===== src/rtl/pipelined_subtractor_if.sv =====
// pipelined_subtractor_if
//   Operand/result handshake bundle for pipelined_subtractor.
//   Ports (through the modports):
//     in_valid / in_ready   operand transfer handshake
//     a, b                  minuend and subtrahend, K bits
//     out_valid / out_ready result transfer handshake
//     diff                  a - b mod 2^K
//     borrow                1 iff a < b unsigned
//     overflow              signed overflow of a - b
//   master: the side that supplies operands and consumes results.
//   slave:  the subtractor itself.
interface pipelined_subtractor_if #(
  parameter int K = 16
);
  logic         in_valid;
  logic         in_ready;
  logic [K-1:0] a;
  logic [K-1:0] b;
  logic         out_valid;
  logic         out_ready;
  logic [K-1:0] diff;
  logic         borrow;
  logic         overflow;

  modport master (
    output in_valid, a, b, out_ready,
    input  in_ready, out_valid, diff, borrow, overflow
  );

  modport slave (
    input  in_valid, a, b, out_ready,
    output in_ready, out_valid, diff, borrow, overflow
  );
endinterface


===== src/rtl/pipelined_subtractor.sv =====
// pipelined_subtractor
//   Two-stage pipelined K-bit subtractor, diff = a - b, built as
//   a + ~b + 1 with borrow-select on the upper half. Stage 1 forms the low
//   half and both upper-half candidates (carry-in 0 and 1); stage 2 picks the
//   upper candidate with the registered low-half carry. Full valid/ready
//   backpressure, one operation per cycle, two operations in flight at most.
//   Ports:
//     clk   rising-edge clock
//     rst   synchronous active-high reset; drops everything in flight
//     bus   pipelined_subtractor_if.slave (operands in, results out)
//   K must be even and >= 2.
module pipelined_subtractor #(
  parameter int K = 16
) (
  input logic                   clk,
  input logic                   rst,
  pipelined_subtractor_if.slave bus
);
  localparam int H = K / 2;

  // stage 1 registers
  logic         s1_valid;
  logic [H-1:0] diff_lo_q;
  logic         c_lo_q;
  logic [H-1:0] s0_q;
  logic         c0_q;
  logic [H-1:0] s1_q;
  logic         c1_q;
  logic         a_msb_q;
  logic         b_msb_q;

  // stage 2 (output) registers
  logic         out_valid_q;
  logic [K-1:0] diff_q;
  logic         borrow_q;
  logic         overflow_q;

  // combinational stage results
  logic [H:0]   lo_sum;
  logic [H:0]   hi0_sum;
  logic [H:0]   hi1_sum;
  logic [H-1:0] hi_sel;
  logic         c_sel;
  logic         overflow_nxt;

  logic         s2_adv;
  logic         accept;

  // in_ready depends only on registered state, out_ready and rst, so a
  // producer may safely derive in_valid from it without a loop.
  assign s2_adv       = !out_valid_q || bus.out_ready;
  assign bus.in_ready = !rst && (!s1_valid || s2_adv);
  assign accept       = bus.in_valid && bus.in_ready;

  always_comb begin
    lo_sum  = {1'b0, bus.a[H-1:0]} + {1'b0, ~bus.b[H-1:0]} + {{H{1'b0}}, 1'b1};
    hi0_sum = {1'b0, bus.a[K-1:H]} + {1'b0, ~bus.b[K-1:H]};
    hi1_sum = {1'b0, bus.a[K-1:H]} + {1'b0, ~bus.b[K-1:H]} + {{H{1'b0}}, 1'b1};
  end

  // A carry out of the low half means no low-half borrow, so the upper half
  // takes the candidate that was computed with carry-in 1.
  always_comb begin
    hi_sel       = c_lo_q ? s1_q : s0_q;
    c_sel        = c_lo_q ? c1_q : c0_q;
    overflow_nxt = (a_msb_q != b_msb_q) && (hi_sel[H-1] != a_msb_q);
  end

  always_ff @(posedge clk) begin
    if (rst) begin
      s1_valid    <= 1'b0;
      diff_lo_q   <= '0;
      c_lo_q      <= 1'b0;
      s0_q        <= '0;
      c0_q        <= 1'b0;
      s1_q        <= '0;
      c1_q        <= 1'b0;
      a_msb_q     <= 1'b0;
      b_msb_q     <= 1'b0;
      out_valid_q <= 1'b0;
      diff_q      <= '0;
      borrow_q    <= 1'b0;
      overflow_q  <= 1'b0;
    end else begin
      if (s2_adv) begin
        out_valid_q <= s1_valid;
        if (s1_valid) begin
          diff_q     <= {hi_sel, diff_lo_q};
          borrow_q   <= ~c_sel;
          overflow_q <= overflow_nxt;
        end
      end

      if (accept) begin
        s1_valid  <= 1'b1;
        diff_lo_q <= lo_sum[H-1:0];
        c_lo_q    <= lo_sum[H];
        s0_q      <= hi0_sum[H-1:0];
        c0_q      <= hi0_sum[H];
        s1_q      <= hi1_sum[H-1:0];
        c1_q      <= hi1_sum[H];
        a_msb_q   <= bus.a[K-1];
        b_msb_q   <= bus.b[K-1];
      end else if (s2_adv) begin
        s1_valid <= 1'b0;
      end
    end
  end

  assign bus.out_valid = out_valid_q;
  assign bus.diff      = diff_q;
  assign bus.borrow    = borrow_q;
  assign bus.overflow  = overflow_q;
endmodule

===== src/flat_wrapper.sv =====
// flat-port wrapper written by rule: the top's interface ports become plain ports
module pipelined_subtractor_flat 
#(
  parameter int K = 16
)
  (clk, rst, bus_in_valid, bus_a, bus_b, bus_out_ready, bus_in_ready, bus_out_valid, bus_diff, bus_borrow, bus_overflow);
  pipelined_subtractor_if #(.K(K)) bus_i ();
  input logic clk;
  input logic rst;
  input wire logic [$bits(bus_i.in_valid)-1:0] bus_in_valid;
  input wire logic [$bits(bus_i.a)-1:0] bus_a;
  input wire logic [$bits(bus_i.b)-1:0] bus_b;
  input wire logic [$bits(bus_i.out_ready)-1:0] bus_out_ready;
  output wire logic [$bits(bus_i.in_ready)-1:0] bus_in_ready;
  output wire logic [$bits(bus_i.out_valid)-1:0] bus_out_valid;
  output wire logic [$bits(bus_i.diff)-1:0] bus_diff;
  output wire logic [$bits(bus_i.borrow)-1:0] bus_borrow;
  output wire logic [$bits(bus_i.overflow)-1:0] bus_overflow;
  assign bus_i.in_valid = bus_in_valid;
  assign bus_i.a = bus_a;
  assign bus_i.b = bus_b;
  assign bus_i.out_ready = bus_out_ready;
  assign bus_in_ready = bus_i.in_ready;
  assign bus_out_valid = bus_i.out_valid;
  assign bus_diff = bus_i.diff;
  assign bus_borrow = bus_i.borrow;
  assign bus_overflow = bus_i.overflow;
  pipelined_subtractor #(.K(K)) u_core (.clk(clk), .rst(rst), .bus(bus_i));
endmodule

===== config.mk =====
export PLATFORM = sky130hd
export DESIGN_NAME = pipelined_subtractor_flat
export DESIGN_NICKNAME = d
export VERILOG_FILES = /design/src/rtl/pipelined_subtractor_if.sv /design/src/rtl/pipelined_subtractor.sv /design/src/flat_wrapper.sv
export SDC_FILE = /design/constraint.sdc
export NUM_CORES = 1
export LEC_CHECK = 0
export CAP_MARGIN = 5
export CORE_MARGIN = 3
export CORE_UTILIZATION = 47
export CTS_BUF_LIST = sky130_fd_sc_hd__clkbuf_8
export DETAILED_ROUTE_END_ITERATION = 10
export GPL_ROUTABILITY_DRIVEN = 0
export PLACE_DENSITY = 0.78
export SLEW_MARGIN = 20
export SYNTH_ARGS = -nofsm -noshare
export SYNTH_HDL_FRONTEND = slang
export SYNTH_SLANG_ARGS = --single-unit
export TNS_END_PERCENT = 50

===== constraint.sdc =====
create_clock -name clk -period 2.4 [get_ports clk]
set_clock_uncertainty 0.15 [all_clocks]
set_input_delay 0.48 -clock clk [delete_from_list [all_inputs] [get_ports clk]]
set_output_delay 0.48 -clock clk [all_outputs]
set_load 0.02 [all_outputs]

==> results of run 1 <==
==> logic make-up after synthesis <==
kind of cell	Yosys count	synth area share, %
adders and majority gates	19	9.85
AOI/OAI and AO/OA	64	15.5
muxes	9	3.56
and+or+nand+nor	115	22.2
DFF	49	38.2
buffers and inverters	37	5.46
xor gates and xnor gates	15	5.12
==> final cells by class <==
class                           instances  area [µm²]
Multi-Input combinational cell        222        1660
Inverter                               22        82.6
Sequential cell                        49         981
Tap cell                               70        87.6
Fill cell                             380        1380
Clock buffer                            6        82.6
Clock inverter                          2        37.5
Timing Repair Buffer                   97         886
==> worst min-delay path: stages, from the launching register on <==
cell	delay, ns
dfxtp_1	0.32
nand2_1	0.05
a21oi_1	0.05
==> sequential cells by signal (all words and copies together) (netlist names) <==
| name | flops |
|---|---|
| u_core.bus.diff | 16 |
| u_core.diff_lo_q | 8 |
| u_core.s0_q | 8 |
| u_core.s1_q | 8 |
| u_core.a_msb_q | 1 |
| u_core.b_msb_q | 1 |
| u_core.bus.borrow | 1 |
| u_core.bus.out_valid | 1 |
| u_core.bus.overflow | 1 |
| u_core.c0_q | 1 |
| u_core.c1_q | 1 |
| u_core.c_lo_q | 1 |
| u_core.s1_valid | 1 |
==> worst max path at each step <==
stage	startpoint	end	slack [ns]
finish	bus_b[1]	u_core.diff_lo_q[7]$_SDFFE_PP0P_	0.05
global route	bus_b[1]	u_core.diff_lo_q[7]$_SDFFE_PP0P_	-0.02
CTS	bus_b[13]	u_core.c1_q$_SDFFE_PP0P_	-0.02
detailed placement	bus_b[8]	u_core.c1_q$_SDFFE_PP0P_	-0.56
global placement	bus_b[8]	u_core.c1_q$_SDFFE_PP0P_	-0.50
floorplan	bus_b[8]	u_core.s1_q[7]$_SDFFE_PP0P_	0.003
==> Yosys cell counts <==
library cell	count	area, µm²
a211oi_1	15	113
a21boi_0	1	7.51
a21o_2	1	8.76
a21oi_1	20	100
a21oi_2	1	8.76
and2_0	1	6.26
and3_1	2	12.5
and3_4	1	11.3
buf_2	1	5.00
clkbuf_1	14	52.6
dfxtp_1	49	981
fa_1	2	40.0
ha_1	17	213
inv_1	22	82.6
mux2_2	1	11.3
mux2i_1	8	80.1
nand2_1	36	135
nand2b_1	5	31.3
nand3_1	4	20.0
nand3b_1	17	128
nand4_1	1	6.26
nand4b_1	1	8.76
nor2_1	33	124
nor2_2	1	6.26
nor2b_1	5	31.3
nor3_1	6	30.0
nor3b_1	1	7.51
nor4_2	1	12.5
o21a_1	1	7.51
o21ai_0	17	85.1
o21ai_1	1	5.00
o21ai_2	1	8.76
o21bai_1	1	7.51
o31ai_1	4	30.0
o41ai_2	1	16.3
xnor2_1	9	78.8
xor2_1	6	52.6
==> metal layers <==
metal,track usage [%],vias to the layer above,wire length [µm]
li1,-,1226,-
met1,24.5,1109,2740
met2,31.6,60,2750
met3,2.71,10,272
met4,5.41,0,102
met5,0,-,0
==> power groups by stage <==
stage / clock network (mW) / logic [mW] / registers [mW]
floorplan: 0 / 0.305 / 0.948
global placement: 0 / 0.545 / 0.933
detailed placement: 0 / 0.558 / 0.936
CTS: 0.611 / 0.620 / 0.918
global route: 0.650 / 0.732 / 0.927
finish: 0.605 / 0.667 / 0.919
==> through the flow <==
stage                     hold slack, ns  std cells  power (mW)  setup WS [ns]  instance area (µm²)
after global placement             0.292        449        1.48         -0.498                 3410
after CTS                          0.311        464        2.15        -0.0225                 3700
final                              0.305        468        2.19         0.0459                 3820
after global routing               0.334        468        2.31        -0.0200                 3820
after floorplan                    0.282        308        1.25        0.00313                 2580
after detailed placement           0.299        449        1.49         -0.557                 3410
==> placed cells by master, fill, tap and decap left out, types with 2 or more instances in the layout <==
| cell | count |
|---|---|
| nand3b_1 | 17 |
| mux2i_1 | 8 |
| inv_1 | 17 |
| nor2b_1 | 4 |
| clkdlybuf4s50_1 | 44 |
| nand2_1 | 34 |
| xnor2_1 | 8 |
| a21oi_1 | 18 |
| dfxtp_1 | 49 |
| o31ai_1 | 2 |
| fa_2 | 2 |
| clkbuf_8 | 6 |
| nand2_2 | 2 |
| a211oi_1 | 14 |
| buf_6 | 3 |
| ha_1 | 11 |
| xor2_1 | 4 |
| o21ai_2 | 2 |
| nand2b_1 | 5 |
| inv_2 | 5 |
| buf_4 | 39 |
| nor2_1 | 32 |
| ha_4 | 6 |
| dlygate4sd2_1 | 5 |
| o21ai_1 | 8 |
| o21ai_0 | 8 |
| nor2_4 | 2 |
| nor3_1 | 5 |
| xor2_2 | 2 |
| and3_1 | 2 |
| nand3_2 | 3 |
| a21oi_2 | 3 |
| dlymetal6s2s_1 | 4 |
==> what timing repair did <==
action,4_1_cts,5_1_grt
setup endpoints to repair,10,8
pin swaps,20,30
resized for setup,34,31
hold endpoints to repair,0,0
setup buffers,7,4
==> metrics, run 1 <==
die height 79.9 µm; Mapped Area 2560 µm²; worst r2r dst u_core.s1_q[4]$_SDFFE_PP0P_; Ant. Diodes 0; Worst Hold Depth 2; Root Driver clkbuf_8; largest net degree at the start of global routing 50; outcome complete, no violations; worst endpoint required time 2.47 ns; GRT Total Usage 18.6%; HPWL after DPL 4010 µm; worst hold path startpoint u_core.bus.diff[3]$_SDFFE_PP0P_; syn_nets 363; Clock transition at path regs 0.09 ns; first-pass GRT wire length 9740 µm; Worst Path Buf+Inv 2; Worst setup SP type primary input; clock tree buffer depth 2; Power Dens Cells 573 nW/µm²; Internal Power 1.57 mW; unique cell type count in the Yosys netlist 37; slowest CP cell clkdlybuf4s50_1; Crit. path cell count 10; leakage 1.58 nW; Switch Pwr 0.616 mW; area grow syn2layout 49.0%; Die Wd 79.9 µm; sequential share of power 41.9%; DR vias 2405; combinational share of power 30.4%; worst reg2reg path depth 7; switching part of the total 28.1%; maximum vdd drop 324 µV; CP endpoint kind flip-flop; max-slew violation count 0; # DRC 0; RSZ-0062 raised after global routing true; I/O Buffers 55; Mapped Cells 308; num rows 26; Setup CP Type primary input to flip-flop; total core area 5200 µm²; hold-critical path endpoint u_core.bus.diff[3]$_SDFFE_PP0P_; crit-path cells clkdlybuf4s50_1 > inv_1 > ha_1 > nor2b_1 > o21ai_1 > a21boi_1 > o21ai_1 > a211oi_2 > o21a_1 > o31ai_2; vias in the first global route 2294; TNS Setup 0 ns; CTS Hold Buffers Added 0; DIE AREA 6380 µm²; register area share after synthesis 38.2%; grt ovf 0; max incr delay on CP 0.48 ns; Clock Power Share 27.6%; I/O pin count 56; final hold violation count 0; Iter 0 DRT Violations 105; worst skew pair latency 0.30 ns; RR Startpoint u_core.bus.out_valid$_SDFFE_PP0N_; CTS Sinks 49; layout cells sized above 1 22.9%; wire per inst 12.5 µm; antenna violations before repair 0; vias per inst 5.14; Starting Density 49.3%; fin nets 452; H-tree depth 2; Tcrit/Tclk final 98.1%; Core Util, Final 73.4%; CTS Buf Count 5; most used cell, CP o21ai_1; First-pass DRT Iterations 7; Syn Area/Cell 8.33 µm²; CP arrival 2.43 ns; relative slew slack 65.2%; FF+latch count, synth 49; Worst-Margin Slew 0.521 ns; synthesis warning total 0; worst reg-to-reg setup slack 0.73 ns; worst hold path class flip-flop to flip-flop; CTS tree yes; final WL 5870 µm; f_max 425 MHz; Max Cap Viol 0; fin crit period 2.35 ns; antenna viol nets, final 0; Top delay family on crit path compound AO/OA/AOI/OAI gates; CP max FO 2; final setup violation count 0
Note: power is estimated with default switching activity, not from simulation.
==> run 2: changes to the inputs <==
- ABC_CLOCK_PERIOD_IN_PS: not set -> 2400
==> results of run 2 <==
No change in the layout: final DEF, timing and power equal those of run 1.
